`src/rtl/snn_pkt_pkg.sv`:
```
// Shared packet definitions for the SNN accelerator fabric.
// Contents:
//    PKT_W, PSUM_W          packet and partial-sum payload widths
//    SRC_MSB/DEST_MSB/...   field offsets inside a packet
//    PKT_TYPE_*             packet type codes
//    make_psum_pkt()        builds {src, dest, type, 16'b0, psum}
package snn_pkt_pkg;

   localparam int PKT_W    = 34;
   localparam int PSUM_W   = 8;
   localparam int SRC_MSB  = 33;
   localparam int DEST_MSB = 29;
   localparam int TYPE_MSB = 25;

   localparam logic [1:0] PKT_TYPE_PSUM  = 2'b10;
   localparam logic [1:0] PKT_TYPE_SPIKE = 2'b01;

   function automatic logic [PKT_W-1:0] make_psum_pkt(
      input logic [3:0]        src,
      input logic [3:0]        dest,
      input logic [PSUM_W-1:0] psum
   );
      make_psum_pkt = {src, dest, PKT_TYPE_PSUM, 16'h0000, psum};
   endfunction

endpackage

```
`src/rtl/psum_packet_merger_arbiter.sv`:
```
// Combinational round-robin arbiter.
// Ports:
//    req      in   N       request vector
//    ptr      in   IDX_W   index searched first; search wraps upward
//    gnt      out  N       one-hot grant (all zero when no request)
//    gnt_idx  out  IDX_W   index of the granted requester
// The pointer register lives in the parent.
module rr_arbiter #(
   parameter int N     = 3,
   parameter int IDX_W = (N > 1) ? $clog2(N) : 1
) (
   input  logic [N-1:0]     req,
   input  logic [IDX_W-1:0] ptr,
   output logic [N-1:0]     gnt,
   output logic [IDX_W-1:0] gnt_idx
);

   logic             found_s;
   logic [IDX_W-1:0] cand_s;

   // First requester at or after ptr (with wrap) wins.
   always_comb begin
      gnt     = '0;
      gnt_idx = '0;
      found_s = 1'b0;
      cand_s  = '0;
      for (int k = 0; k < N; k++) begin
         cand_s = IDX_W'((int'(ptr) + k) % N);
         if (!found_s && req[cand_s]) begin
            gnt[cand_s] = 1'b1;
            gnt_idx     = cand_s;
            found_s     = 1'b1;
         end else begin
            found_s = found_s;
         end
      end
   end

endmodule

```
`src/rtl/psum_packet_merger.sv`:
```
// Merges one partial sum per PE per round into a serial psum packet stream,
// guaranteeing that a round carries exactly one packet from every PE.
// Ports:
//    clk, rst_n   clock (rising edge) and async active-low reset
//    pe_valid     per-PE sum valid
//    pe_ready     per-PE slot empty (registered)
//    pe_psum      PE i sum at [i*PSUM_W +: PSUM_W]
//    out_valid    out_packet valid
//    out_ready    downstream accepts
//    out_packet   {src, dest, 2'b10, 16'b0, psum}
//    round_done   one-cycle pulse together with the last packet of a round
//    round_cnt    completed rounds, wraps
module psum_packet_merger
   import snn_pkt_pkg::*;
#(
   parameter int         NUM_PE    = 3,
   parameter int         PSUM_W    = 8,
   parameter int         PKT_W     = 34,
   parameter logic [3:0] SRC_BASE  = 4'b1000,
   parameter logic [3:0] DEST_ADDR = 4'b0100
) (
   input  logic                     clk,
   input  logic                     rst_n,
   input  logic [NUM_PE-1:0]        pe_valid,
   output logic [NUM_PE-1:0]        pe_ready,
   input  logic [NUM_PE*PSUM_W-1:0] pe_psum,
   output logic                     out_valid,
   input  logic                     out_ready,
   output logic [PKT_W-1:0]         out_packet,
   output logic                     round_done,
   output logic [7:0]               round_cnt
);

   localparam int IDX_W = $clog2(NUM_PE);

   logic [NUM_PE-1:0] slot_full_r;
   logic [PSUM_W-1:0] slot_data_r [NUM_PE];
   logic [NUM_PE-1:0] sent_mask_r;
   logic [IDX_W-1:0]  rr_ptr_r;
   logic              out_valid_r;
   logic [PKT_W-1:0]  out_packet_r;
   logic              round_done_r;
   logic [7:0]        round_cnt_r;

   logic [NUM_PE-1:0] elig_s;
   logic [NUM_PE-1:0] gnt_s;
   logic [NUM_PE-1:0] take_s;
   logic [IDX_W-1:0]  gnt_idx_s;
   logic [IDX_W-1:0]  ptr_next_s;
   logic              load_s;
   logic              round_end_s;
   logic [PKT_W-1:0]  pkt_s;

   rr_arbiter #(.N(NUM_PE), .IDX_W(IDX_W)) u_arb (
      .req     (elig_s),
      .ptr     (rr_ptr_r),
      .gnt     (gnt_s),
      .gnt_idx (gnt_idx_s)
   );

   // Eligibility, load decision, round completion and packet assembly.
   // A slot already sent this round is held back, which keeps early
   // next-round sums out of the current round.
   always_comb begin
      elig_s      = slot_full_r & ~sent_mask_r;
      take_s      = pe_valid & ~slot_full_r;
      load_s      = (~out_valid_r | out_ready) & (|elig_s);
      round_end_s = ((sent_mask_r | gnt_s) == {NUM_PE{1'b1}});
      if (gnt_idx_s == IDX_W'(NUM_PE - 1)) begin
         ptr_next_s = '0;
      end else begin
         ptr_next_s = gnt_idx_s + IDX_W'(1);
      end
      pkt_s = make_psum_pkt(SRC_BASE + 4'(gnt_idx_s), DEST_ADDR,
                            slot_data_r[gnt_idx_s]);
   end

   // Input slots: capture on transfer, empty on grant. A granted slot was
   // full, so its ready was low and it cannot refill in the grant cycle.
   always_ff @(posedge clk or negedge rst_n) begin
      if (!rst_n) begin
         slot_full_r <= '0;
         for (int i = 0; i < NUM_PE; i++) begin
            slot_data_r[i] <= '0;
         end
      end else begin
         for (int i = 0; i < NUM_PE; i++) begin
            if (load_s && gnt_s[i]) begin
               slot_full_r[i] <= 1'b0;
            end else if (take_s[i]) begin
               slot_full_r[i] <= 1'b1;
               slot_data_r[i] <= pe_psum[i*PSUM_W +: PSUM_W];
            end else begin
               slot_full_r[i] <= slot_full_r[i];
            end
         end
      end
   end

   // Output register, round bookkeeping and round-robin pointer.
   always_ff @(posedge clk or negedge rst_n) begin
      if (!rst_n) begin
         out_valid_r  <= 1'b0;
         out_packet_r <= '0;
         round_done_r <= 1'b0;
         round_cnt_r  <= 8'd0;
         sent_mask_r  <= '0;
         rr_ptr_r     <= '0;
      end else begin
         round_done_r <= 1'b0;
         if (load_s) begin
            out_valid_r  <= 1'b1;
            out_packet_r <= pkt_s;
            rr_ptr_r     <= ptr_next_s;
            if (round_end_s) begin
               // Final grant of the round: mask clears rather than taking the bit.
               sent_mask_r  <= '0;
               round_done_r <= 1'b1;
               round_cnt_r  <= round_cnt_r + 8'd1;
            end else begin
               sent_mask_r <= sent_mask_r | gnt_s;
            end
         end else if (out_ready) begin
            out_valid_r <= 1'b0;
         end else begin
            out_valid_r <= out_valid_r;
         end
      end
   end

   assign pe_ready   = ~slot_full_r;
   assign out_valid  = out_valid_r;
   assign out_packet = out_packet_r;
   assign round_done = round_done_r;
   assign round_cnt  = round_cnt_r;

endmodule

```
`config.mk`:
```
export PLATFORM = sky130hd
export DESIGN_NAME = psum_packet_merger
export DESIGN_NICKNAME = d
export VERILOG_FILES = /design/src/rtl/snn_pkt_pkg.sv /design/src/rtl/psum_packet_merger_arbiter.sv /design/src/rtl/psum_packet_merger.sv
export SDC_FILE = /design/constraint.sdc
export NUM_CORES = 1
export LEC_CHECK = 0
export CAP_MARGIN = 20
export CORE_MARGIN = 8
export CORE_UTILIZATION = 24
export CTS_BUF_LIST = sky130_fd_sc_hd__clkbuf_8
export DETAILED_ROUTE_END_ITERATION = 10
export DONT_BUFFER_PORTS = 1
export SLEW_MARGIN = 20
export SYNTH_ARGS = -nofsm -noshare
export SYNTH_HDL_FRONTEND = slang
export SYNTH_SLANG_ARGS = --single-unit
export TNS_END_PERCENT = 100
```
`constraint.sdc`:
```
create_clock -name clk -period 3.4 [get_ports clk]
set_input_delay 0.17 -clock clk [delete_from_list [all_inputs] [get_ports clk]]
set_output_delay 0.17 -clock clk [all_outputs]
set_load 0.02 [all_outputs]
```
== Yosys cells after proc, flatten, opt, wreduce, memory -nomap -nowiden ==
Cells that the tools add are included.

* Flip-flop bits (word level): 56
* Input port bits: 30
* Word-level logic and storage cells: 97

* Add/sub/neg operators: 5
* Divide/modulo/power cells: 3
* $lt $le $gt $ge: 7
* Eq/ne operators: 2
* Multiplexer cells: 35
* Bitwise gates (word level): 14
* Reduce and logical (&&, ||, !) cells: 19

{| class="wikitable"
|+ Operator list
! kind !! number
|-
| remainder unit 32 x 3 -> 32 bit, second input constant || 2
|-
| remainder unit 3 x 3 -> 32 bit, second input constant || 1
|-
| 2-to-1 mux 1 bit || 18
|-
| binary-select mux 8 bit (select 2 bit) || 1
|-
| 2-to-1 mux 8 bit || 2
|-
| 2-to-1 mux 3 bit || 4
|-
| less-than comparator 2 x 3 -> 1 bit, second input constant || 3
|-
| bitwise OR 3 bit || 3
|-
| adder 8 x 1 -> 8 bit, second input constant || 1
|-
| logical AND 1 bit || 8
|-
| 2-to-1 mux 2 bit || 4
|-
| AND reduction 2 bit || 4
|-
| nonzero test 2 bit || 4
|-
| bitwise AND 3 bit || 2
|-
| binary-select mux 1 bit (select 2 bit) || 3
|-
| demux 1 bit (select 2 bit) || 3
|-
| greater-or-equal comparator 2 x 1 -> 1 bit, second input constant || 3
|-
| inverter 3 bit || 2
|-
| adder 4 x 2 -> 4 bit, first input constant || 1
|-
| inverter 1 bit || 4
|-
| adder 2 x 1 -> 3 bit, second input constant || 1
|-
| adder 2 x 2 -> 3 bit, second input constant || 1
|-
| equality test 3 bit, second input constant || 1
|-
| greater-or-equal comparator 3 bit, second input constant || 1
|-
| other kinds (7) || 8
|}

== Logic depth before layout (Yosys ltp) ==
Gate-level depths: netlist of run 1.

* Depth after elaboration: 15
* Mapped depth: 11

== By module ==
A second synthesis of run 1 with hierarchy kept.

* Cell total of the unflattened synthesis: 248
* Area total of the unflattened synthesis: 2781.4 µm²

{| class="wikitable"
|+ Modules (own cells, without submodules)
! module !! times used !! cells an instance !! area an instance (µm²) !! seq. area each (µm²)
|-
| psum_packet_merger || 1 || 210 || 2514.9 || 1326.3
|-
| rr_arbiter || 1 || 38 || 266.5 || 0.0
|}

== Worst setup path before layout of run 1 ==
Ideal clock, no wire load.

* Path type: flip-flop to flip-flop
* Start: reg rr_ptr_r[0]
* End: reg slot_data_r[10] (netlist bit)
* Setup time: 128 ps
* Arrival: 2345 ps
* Data required time: 3272 ps
* Setup slack: 928 ps
* Cell stages (with the launch flop): 11
* Path through: dfrtp_1 > inv_1 > ha_1 > buf_2 > and2_1 > o21ai_0 > o211ai_4 > o2bb2ai_2 > nand2b_1 > nand3_2 > mux2_1

* Cells in the longest elaborated chain, start to end: 13
* Elaborated cells on any way between the ends: 40
* Those cells by class: 2 x add/sub; 3 x div; 6 x order compare; 17 x mux; 3 x bitwise; 9 x reduce/logical

{| class="wikitable"
|+ RTL lines
! what !! RTL line !! source
|-
| start: declaration || psum_packet_merger.sv:39 || <nowiki>logic [IDX_W-1:0] rr_ptr_r;</nowiki>
|-
| start signal: assignment || psum_packet_merger.sv:114 || <nowiki>rr_ptr_r <= ptr_next_s;</nowiki>
|-
| adder 2 x 1 -> 3 bit / remainder unit 3 x 3 -> 32 bit (equally long branches) || psum_packet_merger_arbiter.sv:28 || <nowiki>cand_s = IDX_W'((int'(ptr) + k) % N);</nowiki>
|-
| remainder unit 32 x 3 -> 32 bit, or another cell as far along || psum_packet_merger_arbiter.sv:28 ||
|-
| less-than comparator 2 x 3 -> 1 bit (implied by the code), or another cell as far along || psum_packet_merger_arbiter.sv:30 || <nowiki>gnt[cand_s] = 1'b1;</nowiki>
|-
| logical AND 1 bit (implied by the code), or another cell as far along || psum_packet_merger_arbiter.sv:30 ||
|-
| 2-to-1 mux 1 bit (implied by the code), or another cell as far along || psum_packet_merger_arbiter.sv:30 ||
|-
| demux 1 bit (select 2 bit), or another cell as far along || - ||
|-
| bitwise OR 3 bit (no source line) / 2-to-1 mux 1 bit (equally long branches) || - ||
|-
| 2-to-1 mux 3 bit / logical NOT 1 bit (equally long branches) || psum_packet_merger_arbiter.sv:29 || <nowiki>if (!found_s && req[cand_s]) begin</nowiki>
|-
| bitwise OR 3 bit (no source line) / logical AND 1 bit (equally long branches) || - ||
|-
| 2-to-1 mux 3 bit * || psum_packet_merger_arbiter.sv:29 ||
|-
| logical AND 1 bit * || psum_packet_merger.sv:88 || <nowiki>if (load_s && gnt_s[i]) begin</nowiki>
|-
| inverter 1 bit (no source line) * || - ||
|-
| AND reduction 2 bit (no source line) * || - ||
|-
| end signal: indexed assignment || psum_packet_merger.sv:92 || <nowiki>slot_data_r[i] <= pe_psum[i*PSUM_W +: PSUM_W];</nowiki>
|-
| end: declaration || psum_packet_merger.sv:37 || <nowiki>logic [PSUM_W-1:0] slot_data_r [NUM_PE];</nowiki>
|}

Mark *: on every way between the ends. The rest lies on a longest branch, timed or not. The select of a mux whose other input is x is not followed.
A chain may end at the register's enable or synchronous reset.

== Final worst setup path of run 1 ==
* Start: reg rr_ptr_r[0]
* End: reg slot_data_r[15] (netlist bit)

Same word-level chain as after synthesis.

==> results of run 1 <==
[routing by layer]
layer,vias to the layer above,share of wire
met4,0,0.019
li1,905,-
met5,-,0
met2,74,0.49
met1,930,0.40
met3,10,0.088
[layout make-up]
type / count / area [um2]
inverter: 11 / 41.3
clock buffer: 5 / 68.8
timing repair buffer: 30 / 313
fill: 1209 / 8520
multi-input combinational: 179 / 1370
tap: 147 / 184
sequential: 53 / 1330
clock inverter: 3 / 42.5
[placed cells by master, fill, tap and decap left out, drive strengths merged, types with 2 or more instances in the layout]
cell type	n
a211o	3
a21o	10
a21oi	15
buf	3
clkbuf	5
conb	21
dfrtp	53
dlygate4sd3	27
ha	5
inv	12
mux2	25
mux2i	8
nand2	7
nand2b	7
nand3	7
nand3b	3
nor2	6
nor2b	4
nor3	5
nor3b	6
nor4b	4
o211ai	2
o21a	2
o21ai	17
xor2	6
[metrics by stage]
| stage | util | hold slack, ps |
|---|---|---|
| global route | 0.282 | 20.6 |
| global placement | 0.247 | -124 |
| floorplan | - | -126 |
| detailed placement | 0.247 | -124 |
| finish | 0.282 | 23.9 |
| CTS | 0.282 | 6.05 |
[worst max-delay path, cell delays in order (launching register included)]
cell	delay (ps)
dfrtp_1	380
inv_1	90
ha_1	460
maj3_2	380
o211ai_4	470
o2bb2ai_2	220
nand2b_1	190
nand3_2	260
mux2_1	400
[registers in the layout, summed over array words and instances, names as in the netlist]
name	count
rr_ptr_r	2
slot_data_r	24
slot_full_r	3
round_done	1
out_valid	1
out_packet	11
round_cnt	8
sent_mask_r	3
[worst max path at each step]
| stage | to | slack [ps] | cells after the start |
|---|---|---|---|
| floorplan | slot_data_r[10] | 930 | 10 |
| global placement | slot_data_r[10] | 430 | 8 |
| detailed placement | slot_data_r[15] | 390 | 8 |
| CTS | slot_data_r[11] | 380 | 8 |
| global route | slot_data_r[11] | 170 | 8 |
| finish | slot_data_r[15] | 420 | 8 |
[cell families after synthesis]
family                   share of synthesized area
AO/OA/AOI/OAI                                0.133
AND/OR/NAND/NOR                              0.130
flip-flops                                   0.459
buffers and inverters                       0.0940
multiplexers                                 0.136
XOR/XNOR                                    0.0212
adder cells (fa/ha/maj)                     0.0256
other                                      0.00130
[power by group]
group	total (mW)	internal, mW	switching, mW
sequential	1.23	0.908	0.323
clock	0.431	0.218	0.212
combinational	1.49	0.677	0.811
==> flow_summary.ini, run 1 <==
[status]
status = finished clean

[global_routing]
use_met1 = 0.0980
antenna_found_initial = 0
busiest_layer = met2
grtUsageMet2 = 0.151
track_usage = 0.0888
grt_pass1_wl_mm = 11.3
overflow = 0
grtUsageMet3 = 0.0329
grt_max_degree = 54
grt_pass1_vias = 2072

[worst_hold_path]
holdPathEnd = slot_full_r[0]
min_path_cells = 2
holdCritStartpoint = pe_valid[0]
hp-class = in2reg

[final_layout]
drive_above_1_share = 0.142
syn_to_final_growth_pct = 15.7
final_cell_area_mm2 = 0.00334
finalNetCount = 315
antenna_cells = 0
fin_cells = 428

[synthesis]
syn_avg_cell_area_um2 = 11.3
synthArstFlopShare = 1.00
synth-main-ff-cell = dfrtp_1
synth_most_common_cell = dfrtp_1
synth_top_area_frac = 0.459
synth-warning-count = 0
synth_seq_cells = 53
yosys-top-cells-area = dfrtp_1 46%, buf_4 6.0%, mux2_4 4.2%, mux2_2 3.5%, mux2_1 3.1%
synth_area_mm2 = 0.00289
synth-seq-area-share = 0.459
synthesis.instances = 256
synth.lib_cells_used.distinct = 52
synth_common_cells = 53 x dfrtp_1, 23 x buf_4, 16 x o21ai_0
synth_top_area_cell = dfrtp_1
synth-edff-count = 0

[clock_tree]
cts.sinks = 53
cts_resized = 0
cts_made_buffers = 5
cts.reportedPaths.clkPinSlew_ps = 90
cts_root_buf = clkbuf_8
htree_num_levels = 2
holdBufCountCts = 28
post-cts-setup-buffer-count = 0
cts_tree = done
clock_latency_ps = 310
clock_path_buffers = 2

[setup_path]
arrival_ps = 3180
r2r-end = slot_data_r[15]
startpoint = rr_ptr_r[0]
worstRegToRegCells = 8
start_kind = flip-flop
critPathCaptureType = flip-flop
r2r_start = rr_ptr_r[0]
worstPathMaxFanout = 19
cp.required_ps = 3600
r2r_slack_ps = 420
path_class = reg2reg

[pwr]
power_mw = 3.15
p_leak_nw = 1.57
vdd_ir_drop_max_mv = 0.398
pwr_density_cell_mw_per_mm2 = 943

[route]
vias = 1919
drtPass1Iterations = 4
vias_per_cell = 4.48
ant_nets = 0
routedWlPerCell_um = 15.9
drt-total-wl_mm = 6.79
drtIter0Drc = 130
drt_drc_violations_left = 0

[timing]
worstMarginPinSlew_ps = 664
max_slew_margin = 0.556
max_clock_freq_ghz = 0.336
setup_slack_ps = 423
post-route-period-util = 0.876
post-route-min-period_ps = 2980
drv_slew = 0
rsz0062_at_grt = no
skew_ps = 10.3
finalHoldViolCount = 0
setup_tns_ps = 0
setup_viol = 0

[floorplanning]
core-area_mm2 = 0.0119
ios = 77
dieArea_mm2 = 0.0158
start_util = 0.243
num_rows = 40
die_h_um = 126
die_w_um = 126

[placed_design]
dp_hpwl_mm = 4.83
dpl_worst_slack_ps = 390
port-buffer-count = 0
place_area_mm2 = 0.00293
dp_cells = 392
gp_congestion = 0.927

[flow_run]
drv_cap = 0
No activity file was read; power rests on OpenSTA's default activity.
==> run 2, diff against run 1 <==
--- a/config.mk
+++ b/config.mk
@@ -5,10 +5,12 @@
 export SDC_FILE = /design/constraint.sdc
 export NUM_CORES = 1
 export LEC_CHECK = 0
+export ABC_AREA = 1
 export CAP_MARGIN = 20
 export CORE_MARGIN = 8
 export CORE_UTILIZATION = 24
 export CTS_BUF_LIST = sky130_fd_sc_hd__clkbuf_8
+export CTS_CLUSTER_SIZE = 20
 export DETAILED_ROUTE_END_ITERATION = 10
 export DONT_BUFFER_PORTS = 1
 export SLEW_MARGIN = 20
==> flow_summary.ini, run 2 <==
[placed_design]
dpl_worst_slack_ps = 867
port-buffer-count = 0
gp_congestion = 0.838
dp_hpwl_mm = 5.63

[setup_path]
worst_path_most_repeated_cell = nand2_1
critPathCaptureType = flip-flop
r2r_start = sent_mask_r[0]
worstRegToRegCells = 9
crit_buf_inv = 2
arrival_ps = 2770
worstPathCellList = inv_1 -> nand2_1 -> nand3_1 -> nand2_1 -> inv_1 -> nand3_2 -> nor2_4 -> nand2_1 -> nand2_1
r2r_slack_ps = 890
worstPathMaxFanout = 21
start_kind = flip-flop
max_stage_delay_ps = 690
path_class = reg2reg
r2r-end = round_cnt[7]
slowest_stage = inv_1
cp_top_family = simple AND/OR/NAND/NOR gates
cp.required_ps = 3660

[timing]
setup_tns_ps = 0
post-route-period-util = 0.738
max_slew_margin = 0.519
post-route-min-period_ps = 2510
max_clock_freq_ghz = 0.398
rsz0062_at_grt = no
setup_slack_ps = 889
worst_hold_slack_ps = 20.6
drv_slew = 0
setup_viol = 0
worstMarginPinSlew_ps = 721
finalHoldViolCount = 0
skew_ps = 8.16

[floorplanning]
die_h_um = 127
ios = 77
start_util = 0.245
num_rows = 40
die_w_um = 127
core-area_mm2 = 0.0120
dieArea_mm2 = 0.0160

[final_layout]
multi_input_area_mm2 = 0.00133
utilization = 0.277
syn_to_final_growth_pct = 13.3
finalNetCount = 411
top_register = slot_data_r
final_cell_mix = 116 x nand2_1, 54 x nand3_1, 53 x dfrtp_1
fillers = 1295
antenna_cells = 0
seqCellArea_mm2 = 0.00133
final_common_cell = nand2_1
drive_above_1_share = 0.138
largest_reg_flops = 24

[worst_hold_path]
holdPathEnd = slot_data_r[22]
hp-class = in2reg
min_path_cells = 2
holdCritStartpoint = pe_psum[6]

[synthesis]
synthArstFlopShare = 1.00
synth-warning-count = 0
synth-main-ff-cell = dfrtp_1
synth.lib_cells_used.distinct = 33
synth_common_cells = 116 x nand2_1, 54 x nand3_1, 53 x dfrtp_1
synth-edff-count = 0
syn_avg_cell_area_um2 = 8.33
synth_seq_cells = 53
synthesis.instances = 353
synth-seq-area-share = 0.451
synth_top_area_frac = 0.451
yosys-top-cells-area = dfrtp_1 45%, nand2_1 15%, nand3_1 9.2%, buf_4 5.9%, inv_1 3.2%
synth_most_common_cell = nand2_1
synth_area_mm2 = 0.00294
synth_top_area_cell = dfrtp_1

[clock_tree]
clock_latency_ps = 310
cts_tree = done
cts_resized = 0
htree_num_levels = 2
cts.reportedPaths.clkPinSlew_ps = 100
cts.sinks = 53
cts_made_buffers = 5
cts_root_buf = clkbuf_8
clock_path_buffers = 2

[status]
status = finished clean

[route]
ant_nets = 0
vias_per_cell = 4.31
drt_drc_violations_left = 0
drtIter0Drc = 91
drt-total-wl_mm = 7.22
drtPass1Iterations = 4
vias = 2258
routedWlPerCell_um = 13.8

[global_routing]
grt_pass1_vias = 2410
track_usage = 0.0943
overflow = 0
grt_pass1_wl_mm = 12.1
antenna_found_initial = 0
grt_max_degree = 54

[pwr]
pwr_density_cell_mw_per_mm2 = 334
p_leak_nw = 1.73
power_mw = 1.11
vdd_ir_drop_max_mv = 0.119

[flow_run]
drv_cap = 0
run 2: timing repair:
action | 4_1_cts | 5_1_grt
buffers inserted | 0 | 0
hold buffers | 26 | 0
endpoints found under the hold margin | 77 | 0
run 2: per-stage QoR:
step           cell area, um2  instances
3_3_place_gp             2970        490
6_report                 3330        524
2_1_floorplan            3020        373
4_1_cts                  3330        524
3_5_place_dp             2970        490
5_1_grt                  3330        524
run 2: worst max-delay path by stage:
stage,from,to,slack [ps],cells past startpoint
after detailed placement,sent_mask_r[0],round_cnt[7],870,9
final,sent_mask_r[0],round_cnt[7],890,9
after floorplan,rr_ptr_r[1],slot_data_r[5],1500,15
after global placement,sent_mask_r[0],round_cnt[7],880,9
after CTS,sent_mask_r[0],round_cnt[7],840,9
after global routing,sent_mask_r[0],slot_data_r[9],590,9
run 2: power breakdown:
part           total [mW]  leakage (nW)  switching, mW  internal (mW)
logic              0.0899          1.00         0.0547         0.0352
registers           0.659         0.675         0.0112          0.648
clock network       0.363        0.0497          0.219          0.144
run 2: logic make-up after synthesis:
| logic type | Yosys count | synth area share |
|---|---|---|
| and+or+nand+nor | 206 | 0.332 |
| buffers and inverters | 62 | 0.121 |
| DFF | 53 | 0.451 |
| AOI/OAI and AO/OA | 20 | 0.0553 |
| xor gates and xnor gates | 6 | 0.0179 |
| adders and majority gates | 5 | 0.0213 |
| other | 1 | 0.00128 |
run 2: area by class of cell:
type,instances,area share
multi-input cells,258,0.400
flip-flops and latches,53,0.398
repair buffers,27,0.0856
well taps,147,0.0552
inverters,31,0.0349
clock buffers,5,0.0207
clock inverters,3,0.00526
run 2: per-layer routing:
metal / up-vias / GRT usage / wire length, um / share of wire
met4: 0 / 0.0210 / 58 / 0.0080
met1: 1055 / 0.114 / 3170 / 0.44
met5: - / 0 / 0 / 0
li1: 1130 / - / - / -
met2: 65 / 0.153 / 3340 / 0.46
met3: 8 / 0.0381 / 652 / 0.090
